**src/rtl/id_ex_stage.sv**
```systemverilog
// id_ex_stage: RV32I decode stage and ID/EX pipeline register.
// Drives the register-bank read addresses and applies write-back bypass to the
// returned operands. Detects load-use hazards, which stall upstream and insert
// a bubble. Flush squashes the instruction entering ID/EX.
// Optional build macro ID_PERF_CNT_EN adds the stall and flush event counters
// perf_stalls and perf_flushes.
module id_ex_stage #(
    parameter int XLEN      = 32,
    parameter int NREG_BITS = 5
) (
    input  logic                 clk,
    input  logic                 rst_n,
    input  logic                 in_valid,
    input  logic [XLEN-1:0]      in_instr,
    input  logic [XLEN-1:0]      in_pc,
    input  logic                 flush,
    output logic [NREG_BITS-1:0] rs1,
    output logic [NREG_BITS-1:0] rs2,
    input  logic [XLEN-1:0]      r1,
    input  logic [XLEN-1:0]      r2,
    input  logic                 wb_en,
    input  logic [NREG_BITS-1:0] wb_rd,
    input  logic [XLEN-1:0]      wb_data,
    output logic                 stall,
    output logic                 out_valid,
    output logic [XLEN-1:0]      out_pc,
    output logic [XLEN-1:0]      out_op1,
    output logic [XLEN-1:0]      out_op2,
    output logic [XLEN-1:0]      out_imm,
    output logic [NREG_BITS-1:0] out_rd,
    output logic [6:0]           out_opcode,
    output logic [2:0]           out_funct3,
    output logic                 out_funct7b5,
    output logic                 out_reg_we,
    output logic                 out_is_load,
    output logic                 out_is_store,
    output logic                 out_is_branch,
    output logic                 out_is_jump,
    output logic                 out_illegal
`ifdef ID_PERF_CNT_EN
    ,
    output logic [31:0]          perf_stalls,
    output logic [31:0]          perf_flushes
`endif
);

    localparam logic [6:0] OPC_LOAD   = 7'b0000011;
    localparam logic [6:0] OPC_STORE  = 7'b0100011;
    localparam logic [6:0] OPC_OPIMM  = 7'b0010011;
    localparam logic [6:0] OPC_OP     = 7'b0110011;
    localparam logic [6:0] OPC_BRANCH = 7'b1100011;
    localparam logic [6:0] OPC_LUI    = 7'b0110111;
    localparam logic [6:0] OPC_AUIPC  = 7'b0010111;
    localparam logic [6:0] OPC_JAL    = 7'b1101111;
    localparam logic [6:0] OPC_JALR   = 7'b1100111;

    function automatic logic signed [XLEN-1:0] imm_i(input logic [XLEN-1:0] ins);
        imm_i = {{(XLEN-12){ins[31]}}, ins[31:20]};
    endfunction

    function automatic logic signed [XLEN-1:0] imm_s(input logic [XLEN-1:0] ins);
        imm_s = {{(XLEN-12){ins[31]}}, ins[31:25], ins[11:7]};
    endfunction

    function automatic logic signed [XLEN-1:0] imm_b(input logic [XLEN-1:0] ins);
        imm_b = {{(XLEN-13){ins[31]}}, ins[31], ins[7], ins[30:25], ins[11:8], 1'b0};
    endfunction

    function automatic logic signed [XLEN-1:0] imm_u(input logic [XLEN-1:0] ins);
        imm_u = XLEN'($signed({ins[31:12], 12'b0}));
    endfunction

    function automatic logic signed [XLEN-1:0] imm_j(input logic [XLEN-1:0] ins);
        imm_j = {{(XLEN-21){ins[31]}}, ins[31], ins[19:12], ins[20], ins[30:21], 1'b0};
    endfunction

    // x0 reads as zero; a same-cycle write-back to the read address wins over the bank
    function automatic logic [XLEN-1:0] sel_operand(
        input logic [NREG_BITS-1:0] addr,
        input logic [XLEN-1:0]      rdata,
        input logic                 byp_en,
        input logic [NREG_BITS-1:0] byp_rd,
        input logic [XLEN-1:0]      byp_data
    );
        if (addr == '0)
            sel_operand = '0;
        else if (byp_en && (byp_rd == addr))
            sel_operand = byp_data;
        else
            sel_operand = rdata;
    endfunction

    logic [6:0]             opcode_p0;
    logic [NREG_BITS-1:0]   rd_p0;
    logic                   legal_p0;
    logic                   uses_rs1_p0;
    logic                   uses_rs2_p0;
    logic                   is_load_p0;
    logic                   is_store_p0;
    logic                   is_branch_p0;
    logic                   is_jump_p0;
    logic                   reg_we_p0;
    logic signed [XLEN-1:0] imm_p0;
    logic [XLEN-1:0]        op1_p0;
    logic [XLEN-1:0]        op2_p0;
    logic                   load_p0;

    assign opcode_p0 = in_instr[6:0];
    assign rd_p0     = in_instr[11:7];
    assign rs1       = in_instr[19:15];
    assign rs2       = in_instr[24:20];
    assign op1_p0    = sel_operand(rs1, r1, wb_en, wb_rd, wb_data);
    assign op2_p0    = sel_operand(rs2, r2, wb_en, wb_rd, wb_data);
    assign reg_we_p0 = legal_p0 & ~is_store_p0 & ~is_branch_p0 & (rd_p0 != '0);

    // Opcode class decode: register usage, control bits and immediate format
    always_comb begin
        legal_p0     = 1'b1;
        uses_rs1_p0  = 1'b1;
        uses_rs2_p0  = 1'b0;
        is_load_p0   = 1'b0;
        is_store_p0  = 1'b0;
        is_branch_p0 = 1'b0;
        is_jump_p0   = 1'b0;
        imm_p0       = '0;
        case (opcode_p0)
            OPC_LOAD: begin
                is_load_p0 = 1'b1;
                imm_p0     = imm_i(in_instr);
            end
            OPC_STORE: begin
                is_store_p0 = 1'b1;
                uses_rs2_p0 = 1'b1;
                imm_p0      = imm_s(in_instr);
            end
            OPC_OPIMM: imm_p0 = imm_i(in_instr);
            OPC_OP:    uses_rs2_p0 = 1'b1;
            OPC_BRANCH: begin
                is_branch_p0 = 1'b1;
                uses_rs2_p0  = 1'b1;
                imm_p0       = imm_b(in_instr);
            end
            OPC_LUI, OPC_AUIPC: begin
                uses_rs1_p0 = 1'b0;
                imm_p0      = imm_u(in_instr);
            end
            OPC_JAL: begin
                is_jump_p0  = 1'b1;
                uses_rs1_p0 = 1'b0;
                imm_p0      = imm_j(in_instr);
            end
            OPC_JALR: begin
                is_jump_p0 = 1'b1;
                imm_p0     = imm_i(in_instr);
            end
            default: begin
                legal_p0    = 1'b0;
                uses_rs1_p0 = 1'b0;
            end
        endcase
    end

    // Load-use hazard: the valid load in ID/EX writes a register this instruction reads
    always_comb begin
        stall = in_valid & out_valid & out_is_load & (out_rd != '0) &
                ((uses_rs1_p0 & (out_rd == rs1)) | (uses_rs2_p0 & (out_rd == rs2)));
    end

    assign load_p0 = ~flush & ~stall;

    // ---- ID -> EX boundary: flush beats stall, stall inserts a bubble ----
    always_ff @(posedge clk or negedge rst_n) begin
        if (!rst_n) begin
            out_valid     <= 1'b0;
            out_pc        <= '0;
            out_op1       <= '0;
            out_op2       <= '0;
            out_imm       <= '0;
            out_rd        <= '0;
            out_opcode    <= '0;
            out_funct3    <= '0;
            out_funct7b5  <= 1'b0;
            out_reg_we    <= 1'b0;
            out_is_load   <= 1'b0;
            out_is_store  <= 1'b0;
            out_is_branch <= 1'b0;
            out_is_jump   <= 1'b0;
            out_illegal   <= 1'b0;
        end else begin
            out_valid <= in_valid & load_p0;
            if (load_p0) begin
                out_pc        <= in_pc;
                out_op1       <= op1_p0;
                out_op2       <= op2_p0;
                out_imm       <= imm_p0;
                out_rd        <= rd_p0;
                out_opcode    <= opcode_p0;
                out_funct3    <= in_instr[14:12];
                out_funct7b5  <= in_instr[30];
                out_reg_we    <= reg_we_p0;
                out_is_load   <= is_load_p0;
                out_is_store  <= is_store_p0;
                out_is_branch <= is_branch_p0;
                out_is_jump   <= is_jump_p0;
                out_illegal   <= ~legal_p0;
            end
        end
    end

`ifdef ID_PERF_CNT_EN
    // Event counters: effective stalls and squashed valid instructions, wrapping
    always_ff @(posedge clk or negedge rst_n) begin
        if (!rst_n) begin
            perf_stalls  <= '0;
            perf_flushes <= '0;
        end else begin
            if (stall && !flush)
                perf_stalls <= perf_stalls + 32'd1;
            if (flush && in_valid)
                perf_flushes <= perf_flushes + 32'd1;
        end
    end
`endif

endmodule

```
**config.mk**
```make
export PLATFORM = sky130hd
export DESIGN_NAME = id_ex_stage
export DESIGN_NICKNAME = d
export VERILOG_FILES = /design/src/rtl/id_ex_stage.sv
export SDC_FILE = /design/constraint.sdc
export NUM_CORES = 1
export LEC_CHECK = 0
export CORE_MARGIN = 2
export CORE_UTILIZATION = 38
export DETAILED_ROUTE_END_ITERATION = 8
export PLACE_DENSITY = 0.88
export SLEW_MARGIN = 20
export SYNTH_ARGS = -nofsm -noshare
export SYNTH_HDL_FRONTEND = slang
export SYNTH_SLANG_ARGS = --single-unit
```
**constraint.sdc**
```tcl
create_clock -name clk -period 2.5 [get_ports clk]
set_clock_uncertainty 0.1 [all_clocks]
set_input_delay 0.375 -clock clk [delete_from_list [all_inputs] [get_ports clk]]
set_output_delay 0.375 -clock clk [all_outputs]
set_load 0.01 [all_outputs]
```
Word-level counts from Yosys, hierarchy flattened
Index checks and enable logic that the tools add are counted.

storage, ports and cells
  bits in registers = 151
  latch bits = 0
  RAM bits = 0
  bits in read-only memories = 0
  input port bits = 170
  output and inout bits = 162
  word-level logic and storage cells = 69
  memories = 0

cells by class
  $add $sub $neg = 0
  $mul = 0
  divide/modulo/power cells = 0
  order comparisons = 0
  equality and inequality tests = 13
  shift-type cells = 0
  muxes and demuxes = 12
  bitwise operators = 17
  reductions and logical operators = 12

operators with widths
  operator                                                               number
  32-bit one-hot mux with 5 select lines                                 1
  32-bit two-way mux                                                     4
  7-bit by 6-bit equality test with 1-bit output, second input constant  3
  7-bit equality test, second input constant                             3
  5-bit equality test                                                    4
  7-bit by 5-bit equality test with 1-bit output, second input constant  2
  1-bit bitwise AND                                                      11
  5-bit logical NOT                                                      2
  5-bit nonzero test                                                     2
  9-bit OR reduction                                                     1
  7-bit by 2-bit equality test with 1-bit output, second input constant  1
  1-bit two-way mux                                                      7
  3-bit OR reduction                                                     2
  6-bit OR reduction                                                     1
  1-bit inverter                                                         5
  2-bit OR reduction                                                     2
  1-bit logical AND                                                      2
  1-bit OR                                                               1

Longest topological paths before layout
  depth after elaboration = 9
  gate-level depth with buffers = 9
  gate-level depth less buffers = 5

Worst setup path before layout
Ideal clock, no wire load.

  kind = input port to flip-flop
  start point = input port in_instr[2]
  end point = register out_rd[0]
  library setup time = 0.128 ns
  arrival time = 2.386 ns
  required time = 2.272 ns
  path slack = -0.113 ns
  stages = 9
  path buffers = 4
  cells stage by stage = buf_6 nand4bb_1 a211o_1 o41ai_4 or2_1 buf_4 buf_6 buf_8 mux2_1

between the ends
  cells in the longest elaborated chain, start to end = 8
  elaborated cells between the ends (all ways) = 16
  classes of those cells = eq/ne (6); mux (2); bitwise (6); reduce/logical (2)

RTL lines
  element                                                                    line  text
  start, declared                                                            14    input logic [XLEN-1:0] in_instr,
  7-bit equality test (tied with other cells)                                126   case (opcode_p0)
  6-bit OR reduction (no source line) or 3-bit OR reduction (tied branches)  --
  1-bit two-way mux                                                          126
  1-bit bitwise AND                                                          166   ((uses_rs1_p0 & (out_rd == rs1)) | (uses_rs2_p0 & (out_rd == rs2)));
  1-bit OR (*)                                                               166
  1-bit bitwise AND (*)                                                      165   stall = in_valid & out_valid & out_is_load & (out_rd != '0) &
  1-bit inverter (*)                                                         169   assign load_p0 = ~flush & ~stall;
  1-bit bitwise AND (*)                                                      169
  end signal, assigned                                                       196   out_rd <= rd_p0;
  end, declared                                                              30    output logic [NREG_BITS-1:0] out_rd,

Every way passes the cells marked *; elsewhere a longest branch is shown, timed or not.
A chain may end at the register's enable or synchronous reset.

Worst setup path in the final report
  start point = register out_rd[3]
  end point = register out_pc[13]

between the ends
  cells in the longest elaborated chain, start to end = 6
  elaborated cells between the ends (all ways) = 10
  classes of those cells = eq/ne (2); bitwise (7); reduce/logical (1)

RTL lines
  element                line  text
  5-bit equality test    166
  1-bit bitwise AND      166
  1-bit OR               166
  1-bit bitwise AND (*)  165
  1-bit inverter (*)     169
  1-bit bitwise AND (*)  169
  end signal, assigned   192   out_pc <= in_pc;
  end, declared          26    output logic [XLEN-1:0] out_pc,

Marks and branches as above.

==> summary.txt <==
Detailed routing
  – Vias after detailed routing: approximately 7000
  – Drt initial violations: 410
  – Via-to-Cell Ratio: 5.53
  – Post-DRT Antenna Nets: 0
  – Drt wl/cell: 21.5 um
  – WL final: 27200 um
  – DRC viols: 0
  – DRT Pass-1 Iters: 5

Power
  – Cell Int Power: just under 0.005 W
  – Sequential share of power: 41.0%
  – Net Sw Frac: between 20% and 30%
  – P_leak: 4.98 nW
  – Logic pwr share: approximately 23%
  – Clock Power Share: roughly 36%
  – Max VDD drop: 0.429 mV
  – Power density over the cells: 547 nW/um2
  – Sw power: 0.00182 W

GRT
  – First-pass GRT wire length: about 40000 um
  – Largest net degree at the start of global routing: 90
  – GRT overflow: 0
  – Initial antenna violation count: 0
  – Tot GR Track Use: 25.6%
  – Vias in the first global route: 7248

Logic synthesis
  – Area share of fa/ha/maj cells after synthesis: 0%
  – Area share of the largest cell type after synthesis: between 50 and 60%
  – Compound-Gate Fraction of Synth Area: between 10% and 20%
  – Cells after Synth: about 640
  – Number of synthesized flops with an enable pin: 0
  – Net Count, Synth: 814
  – XOR/XNOR Fraction of Synth Area: 2.42%
  – Mapped Area: 7230 um2
  – Yosys warns: 0
  – Post-Synth Simple-Gate Area: 4.03%
  – Top_reg_cell synth: dfrtp_1
  – Main combinational cell family by area after synthesis: compound AO/OA/AOI/OAI gates
  – Async set-reset flop share out of synthesis: 100%
  – Mux share of post-synthesis cell area: 16.8%
  – Flops & latches, synth: 151
  – Synth top area cells: dfrtp_1 52%, o21ai_0 9.1%, mux2i_1 8.9%, o31ai_1 6.9%, mux2_2 4.8%
  – Syn_area_per_cell: 11.2 um2
  – Synth area leader: dfrtp_1
  – Distinct cell type count of the synthesized netlist: 41
  – Sequential-to-total area share from yosys stat: 52.3%

Clock tree
  – Num CTS Buffers: 17
  – Clock Latency Late Sink: 0.41 ns
  – CTS tree: done
  – H-tree depth: 4
  – Clock transition at path regs: 0.07 ns
  – CTS Root Cell: clkbuf_16
  – Clock sink count: 151
  – Deepest clock path buffer count: 2

STA
  – Hold Violations, Final: 0
  – Final setup violation count: 52
  – Slew HR: 60.3%
  – Worst Slack Setup Final: -0.0669 ns
  – Unrepaired setup endpoints after global routing: true
  – Slew @ Worst Pin: 0.596 ns
  – Final min period: 2.57 ns
  – Fmax: 390 MHz
  – Slew Limit Fails: 0
  – Hold Worst Slack: 0.393 ns
  – Fin crit share: 103%

Worst setup path
  – RR Endpoint: out_pc[13]
  – Cells on worst reg2reg path: 9
  – Critical path fanouts, max: 18
  – Critical Path AT: 2.77 ns
  – CP endpoint kind: flop
  – R2r setup slk: -0.07 ns
  – Origin of the critical flop-to-flop path: out_rd[3]
  – Crit path kind: flop to flop
  – Req. time, crit path: 2.70 ns
  – Startpoint types: flop

Outcome
  – Outcome: finished, violations left
  – Failing checks: negative setup slack

Hold path
  – HP Start: out_imm[11]
  – Hold Path Sink: out_imm[11]
  – Hold depth: 1
  – Hold crit path type: flop to flop

Place
  – Port Buffers: 331
  – Dpl cells: 1218
  – DP HPWL: 19300 um
  – Pre-CTS setup slack: -0.593 ns
  – Placer congestion estimate: 0.833

Cells and area
  – Layout cells sized above 1: 18.5%
  – Layout net count: around 1200
  – Finished Layout Cells: 1265
  – Area Overhead vs Synth: 69.7%
  – Ant. Diodes: 0

Floorplan
  – IO Count: 332
  – Die height: approximately 140 um
  – Initial Util: 38.6%
  – Core area: 18700 um2
  – FP Rows: 50
  – Die W: 142 um
  – Die area: 20100 um2

Flow run
  – Max cap viols: 0
cell families after synthesis:
| kind of cell | count (synthesis) |
|---|---|
| AO/OA/AOI/OAI | 234 |
| XOR/XNOR | 20 |
| buffers and inverters | 71 |
| flip-flops | 151 |
| multiplexers | 115 |
| AND/OR/NAND/NOR | 53 |
power groups by stage:
stage	Sequential, W	Clock (W)	Combinational [W]
2_1_floorplan	0.00287	0	0.000367
3_3_place_gp	0.00277	0	0.00140
3_5_place_dp	0.00279	0	0.00143
4_1_cts	0.00274	0.00247	0.00145
5_1_grt	0.00277	0.00258	0.00163
6_report	0.00275	0.00242	0.00154
routing by layer:
metal | vias to the layer above | wire length (um) | part of all wire, % | track usage, %
met3 | 46 | 2180 | 8.0 | 6.97
met4 | 0 | 661 | 2.4 | 7.47
met1 | 3459 | 10600 | 39 | 30.1
li1 | 3123 | - | - | -
met5 | - | 0 | 0 | 0
met2 | 371 | 13700 | 50 | 45.9
critical path, stage by stage, from the launching register on:
cell and delay [ns]:
dfrtp_1 0.40, buf_6 0.14, xnor2_2 0.17, nand3_2 0.12
buf_4 0.15, buf_4 0.13, o41ai_4 0.37, or2_4 0.31
buf_12 0.20, mux2_2 0.35
sequential cells by signal, indices dropped and copies added (netlist names):
name / flops
out_imm: 32
out_op1: 32
out_op2: 32
out_pc: 32
out_opcode: 7
out_rd: 5
out_funct3: 3
out_funct7b5: 1
out_illegal: 1
out_is_branch: 1
out_is_jump: 1
out_is_load: 1
out_is_store: 1
out_reg_we: 1
out_valid: 1
layout by cell type, fill, tap and decap left out, drive strengths merged, types with 2 or more instances in the layout:
master	Yosys	routed
a21oi	21	21
a22oi	5	5
and3	4	4
and3b	2	2
buf	27	89
clkbuf	40	24
clkdlybuf4s50	0	325
clkinv	0	5
clkinvlp	0	2
dfrtp	151	151
dlygate4sd2	0	4
inv	4	8
mux2	51	51
mux2i	64	64
nand2	11	11
nand3	7	7
nand3b	2	2
nor2	12	12
nor4	4	4
o21ai	133	133
o31ai	66	66
o41ai	4	4
or2	2	2
or4	5	5
xnor2	12	12
xor2	8	8
timing repair:
action | CTS | global route
setup buffers | 2 | 9
endpoints found under the hold margin | 55 | 0
pin swaps | 5 | 4
hold buffers | 1 | 0
resized for setup | 18 | 53
setup endpoints to repair | 2 | 130
cloned | 0 | 3
how the worst max path moves through the flow:
stage | start | end | slack, ns | cells after the start
after floorplan | in_instr[5] | out_rd[0] | 0.007 | 9
after global placement | in_instr[2] | stall | -0.56 | 6
after detailed placement | in_instr[2] | stall | -0.59 | 6
after CTS | out_rd[4] | stall | 0.0005 | 5
after global routing | out_rd[2] | stall | -0.13 | 6
final | out_rd[3] | out_pc[13] | -0.07 | 9
synthesized netlist by cell type (4+ instances only):
library cell	n
a21oi_1	21
a22oi_1	5
and3_1	4
buf_2	8
buf_4	14
clkbuf_1	40
dfrtp_1	151
inv_1	4
mux2_1	20
mux2_2	31
mux2i_1	64
nand2_1	11
nand3_1	7
nor2_1	12
o21ai_0	131
o31ai_1	66
or4_1	5
xnor2_1	12
xor2_1	8
final cells by class:
| type | instances | area, um2 |
|---|---|---|
| Clock inverter | 11 | 90.1 |
| Clock buffer | 21 | 460 |
| Timing Repair Buffer | 422 | 4280 |
| Tap cell | 234 | 293 |
| Sequential cell | 151 | 3780 |
| Fill cell | 1387 | 6440 |
| Multi-Input combinational cell | 422 | 3340 |
| Inverter | 4 | 15.0 |
stage by stage:
stage / TNS [ns] / utilization (%) / cell area, um2 / total power (W)
3_3_place_gp: -33.00 / 60.3 / 11300 / 0.00418
2_1_floorplan: 0 / - / 7230 / 0.00324
5_1_grt: -8.01 / 65.6 / 12300 / 0.00698
6_report: -1.35 / 65.6 / 12300 / 0.00671
3_5_place_dp: -41.00 / 60.3 / 11300 / 0.00422
4_1_cts: 0 / 63.6 / 11900 / 0.00666
(Power assumes the default switching activity.)
==> variant 1 (same flow settings) <==
The option `ID_PERF_CNT_EN` is turned on by a define.
--- a/src/rtl/id_ex_stage.sv
+++ b/src/rtl/id_ex_stage.sv
@@ -4,6 +4,8 @@
 // a bubble. Flush squashes the instruction entering ID/EX.
 // Optional build macro ID_PERF_CNT_EN adds the stall and flush event counters
 // perf_stalls and perf_flushes.
+`define ID_PERF_CNT_EN
+
 module id_ex_stage #(
     parameter int XLEN      = 32,
     parameter int NREG_BITS = 5
Formal check against the unedited RTL (old outputs only; new: perf_flushes and perf_stalls): equivalent (Yosys induction, for registers that start in step).
==> variant 1 against the original RTL <==
- the flow still finishes with violations (negative setup slack)
- setup slack worse by 14 ps
- clock power grew 56%
- sequential share of layout area rose by 1.6 points
- sequential cell count up 64
- wire length up 31%
- final area rose by 35%
- global-route usage decreased by 2.5 points
- area after synthesis increased by 45%
- power up 46%
==> variant 1: results (changes against the original RTL) <==
Outcome
  • Status: finished with violations
  • Failing checks: negative setup slack

Worst setup path
  • FF-to-FF End: out_pc[15]
  • Crit-path max FO: 3 (-15)
  • Largest delay share family, worst path: simple AND/OR/NAND/NOR gates
  • Slowest-stage cell, CP: dfrtp_2
  • Worst r2r src: out_rd[2]
  • Worst r2r path cells: 11 (+2)
  • Worst Setup EP: stall

Routing
  • DR iter-0 viols: 547 (+33%)
  • DR WL/cell: 20.8 um (-3.2%)
  • WL met3: 2.73 mm (+25%)

Final layout
  • Final nets: 1516 (+28%)
  • Layout cell share with drive strength beyond 1: 21.1% (+2.6 points)
  • Filler cells: 2028 (+46%)

Timing
  • Final setup fails: 1 (-98%)
  • Final WS setup: -81.1 ps (-14.1 ps)

Synth
  • Sequential area share after synthesis: 51.4% (-0.91 points)
  • Ranking of synthesized cells by area: dfrtp_1 (51%), mux2_4 (13%), mux2i_1 (6.1%)
  • Most frequent cells after synthesis: dfrtp_1 (215), nor2_1 (123), mux2_4 (91)

Clock network
  • Skew-Pair Late Insertion Delay: 520 ps (+110 ps)
  • Post-CTS sizing: 21 (+3)
  • H-tree depth: 1 (-3)

Placed design
  • Placed cell areas: 15300 sq um (+35%)
  • Port bufs: 395 (+19%)
  • Setup WS pre-CTS: -544 ps (+49.5 ps)
  • Gp weighted congestion: 0.893 (+7.1%)

Global route
  • Initial antenna violation count: 5 (+5)
[variant 1: cell count changes in the layout (fill, tap and decap cells not counted), moves of 13 or more]
cell             unedited run  this run
o21ai_0                   130        12
nor2_1                      9       112
clkdlybuf4s50_1           325       393
dfrtp_1                   151       213
mux2_4                     29        91
o31ai_1                    59         0
xor2_1                      8        44
xnor2_1                     9        35
a21oi_1                    21        44
nand3_1                     5        28
nand2_1                    11        31
mux2_2                     11        28
inv_1                       4        17
[variant 1: how the worst min path moves through the flow]
stage | startpoint | to | slack, ps | cells past startpoint
after floorplan | rst_n | out_funct3[0] | -20 | 0
after global placement | rst_n | perf_stalls[22] | 250 | 1
after detailed placement | rst_n | perf_stalls[22] | 260 | 1
after CTS | rst_n | perf_stalls[21] | 300 | 2
after global routing | rst_n | perf_stalls[18] | 330 | 2
final | rst_n | perf_stalls[20] | 290 | 2
[variant 1: cell type report]
class / count / area, sq um / area share (%)
antenna: 5 / 12.5 / 0.0753
multi-input combinational: 594 / 4800 / 28.9
inverter: 17 / 63.8 / 0.384
timing repair buffer: 492 / 5080 / 30.6
tap: 341 / 427 / 2.57
clock buffer: 32 / 702 / 4.23
sequential: 215 / 5380 / 32.4
clock inverter: 12 / 144 / 0.866
[variant 1: cells by family (layout without fill, tap and decap cells)]
group / count (synthesis) / in the layout / synth area share, %
simple gates: 249 / 249 / 11.2
flops: 215 / 215 / 51.4
mux: 183 / 183 / 22.2
xor+xnor: 82 / 82 / 6.86
compound gates: 78 / 78 / 4.29
buf+inv: 67 / 553 / 3.87
fa+ha+maj: 2 / 2 / 0.239
other cells: 0 / 5 / 0
[variant 1: report_power, final]
part           switching, W  internal (W)
logic              0.000797       0.00124
registers          0.000233       0.00376
clock network       0.00149       0.00228
==> variant 2 (same flow settings) <==
Without the edit above. `XLEN`: 32 -> 64.
--- a/src/rtl/id_ex_stage.sv
+++ b/src/rtl/id_ex_stage.sv
@@ -5,7 +5,7 @@
 // Optional build macro ID_PERF_CNT_EN adds the stall and flush event counters
 // perf_stalls and perf_flushes.
 module id_ex_stage #(
-    parameter int XLEN      = 32,
+    parameter int XLEN      = 64,
     parameter int NREG_BITS = 5
 ) (
     input  logic                 clk,
Interface: changed (9 resized); port bits go from 332 to 620. No check against the original RTL was run, so the function may have changed too.
==> variant 2 against the original RTL <==
- setup slack improved by 11 ps
- wire length rose by 85%
- final area rose by 63%
- die area rose by 64%
- sequential power rose by 66%
- power rose by 70%
- fmax rose by 0.44%
- synthesized cell count rose by 60%
- sequential cell count rose by 96
- the run still ends with negative setup slack left
- area after synthesis rose by 66%
- worst hold slack got worse by 96 ps
- non-clock buffer count rose by 279
==> variant 2: results (changes against the original RTL) <==
Outcome
  • Status: finished with violations
  • Failing checks: negative setup slack

Worst setup path
  • FF-to-FF End: out_pc[25]
  • Crit-path max FO: 7 (-11)
  • Crit path DAT: 2870 ps (+100 ps)
  • Crit path largest cell delay: 570 ps (+170 ps)
  • Slowest-stage cell, CP: or4_4

Power and ir drop
  • Peak supply drop: 423 uV (-1.5%)
  • Static Leak: 7.89 nW (+58%)

Synth
  • Syn Nets: 1359 (+67%)
  • Most frequent cells after synthesis: dfrtp_1 (247), o21ai_0 (198), mux2i_1 (128)

Final layout
  • ClkCell Share: 4.63% (+0.14 points)
  • Count of plain and timing-repair buffers: 701 (+66%)
  • Layout cell share with drive strength beyond 1: 17.1% (-1.4 points)
  • Register share of the cell area: 30.8% (+0.037 points)
  • Share of cell area taken by multi-input logic gates: 26.4% (-0.87 points)
  • Filler cells: 2216 (+60%)
  • Fin util: 65.0% (-0.57 points)
  • #MultiIn Comb: 644 (+53%)
  • Non-clock buffer share: 35.6% (+0.65 points)
  • Non-Clock Inverter Count: 0 (-4)
  • Layout clock buffers: 44 (+110%)

Routing
  • DR iter-0 viols: 982 (+140%)
  • First-pass DRT Iterations: 6 (+1)
  • Vias: 11.6k (+65%)

Global route
  • Total track usage: 29.5% (+3.9 points)
  • First-pass GRT wire length: 75.0 mm (+88%)

Clock network
  • Post-CTS sizing: 53 (+35)
  • Skew-Pair Late Insertion Delay: 550 ps (+140 ps)
  • H-tree depth: 1 (-3)
  • CTS Buf Count: 28 (+11)

Worst hold path
  • Hold Startpoint: flush
  • WHS Endpoint: out_valid

Placed design
  • Placed cell areas: 18600 sq um (+65%)
  • Port bufs: 587 (+77%)
  • Detailed Place HPWL: 36.6 mm (+89%)
  • Setup WS pre-CTS: -328 ps (+266 ps)

Timing
  • Final setup fails: 26 (-50%)
  • Slew margin rel.: 41.1% (-19 points)
  • Final WS setup: -55.7 ps (+11.2 ps)

Floorplan
  • FP Rows: 64 (+28%)
variant 2: changes by cell type in the layout (fill, tap and decap cells not counted), sizes merged, moves of 8 or more:
cell,delta
clkdlybuf4s50,+259
o21ai,+65
clkbuf,+21
xnor2,-8
dfrtp,+96
buf,+26
mux2,+32
o31ai,+65
inv,-8
mux2i,+64
xor2,+8
variant 2: worst max-delay path by stage:
stage / startpoint / end / slack (ps)
detailed placement: in_instr[16] / stall / -330
CTS: out_rd[4] / stall / -80
floorplan: in_instr[2] / out_opcode[3] / 210
global placement: in_instr[17] / stall / -320
global route: out_rd[4] / stall / -90
finish: out_rd[3] / out_pc[25] / -60
variant 2: metal layers:
metal | share of wire (%) | wire [um] | vias to the layer above | GRT usage [%]
met5 | 0.026 | 13 | - | 0
met4 | 5.7 | 2860 | 2 | 15.5
met3 | 8.6 | 4350 | 164 | 7.60
met2 | 48 | 24400 | 666 | 49.5
met1 | 37 | 18700 | 5768 | 34.8
li1 | - | - | 4971 | -
variant 2: worst max-delay path: cells and delay by family, from the launching register on:
family                 cells  cell delay (ps)
AND/OR/NAND/NOR            2              690
flip-flops                 1              370
buffers and inverters      5              680
AO/OA/AOI/OAI              2              280
multiplexers               1              300
variant 2: cell families (layout without fill, tap and decap cells):
logic type	count (synthesis)	count (layout)	share of synthesized area, %
AO/OA/AOI/OAI	362	362	19.2
XOR/XNOR	20	20	1.46
buffers and inverters	138	749	6.91
flip-flops	247	247	51.6
multiplexers	211	211	18.5
other	0	6	0
AND/OR/NAND/NOR	51	51	2.30
variant 2: report_power, final:
group	total, W	switching [W]	internal (W)
Sequential	0.00456	0.000214	0.00435
Clock	0.00419	0.00166	0.00252
Combinational	0.00264	0.00111	0.00153
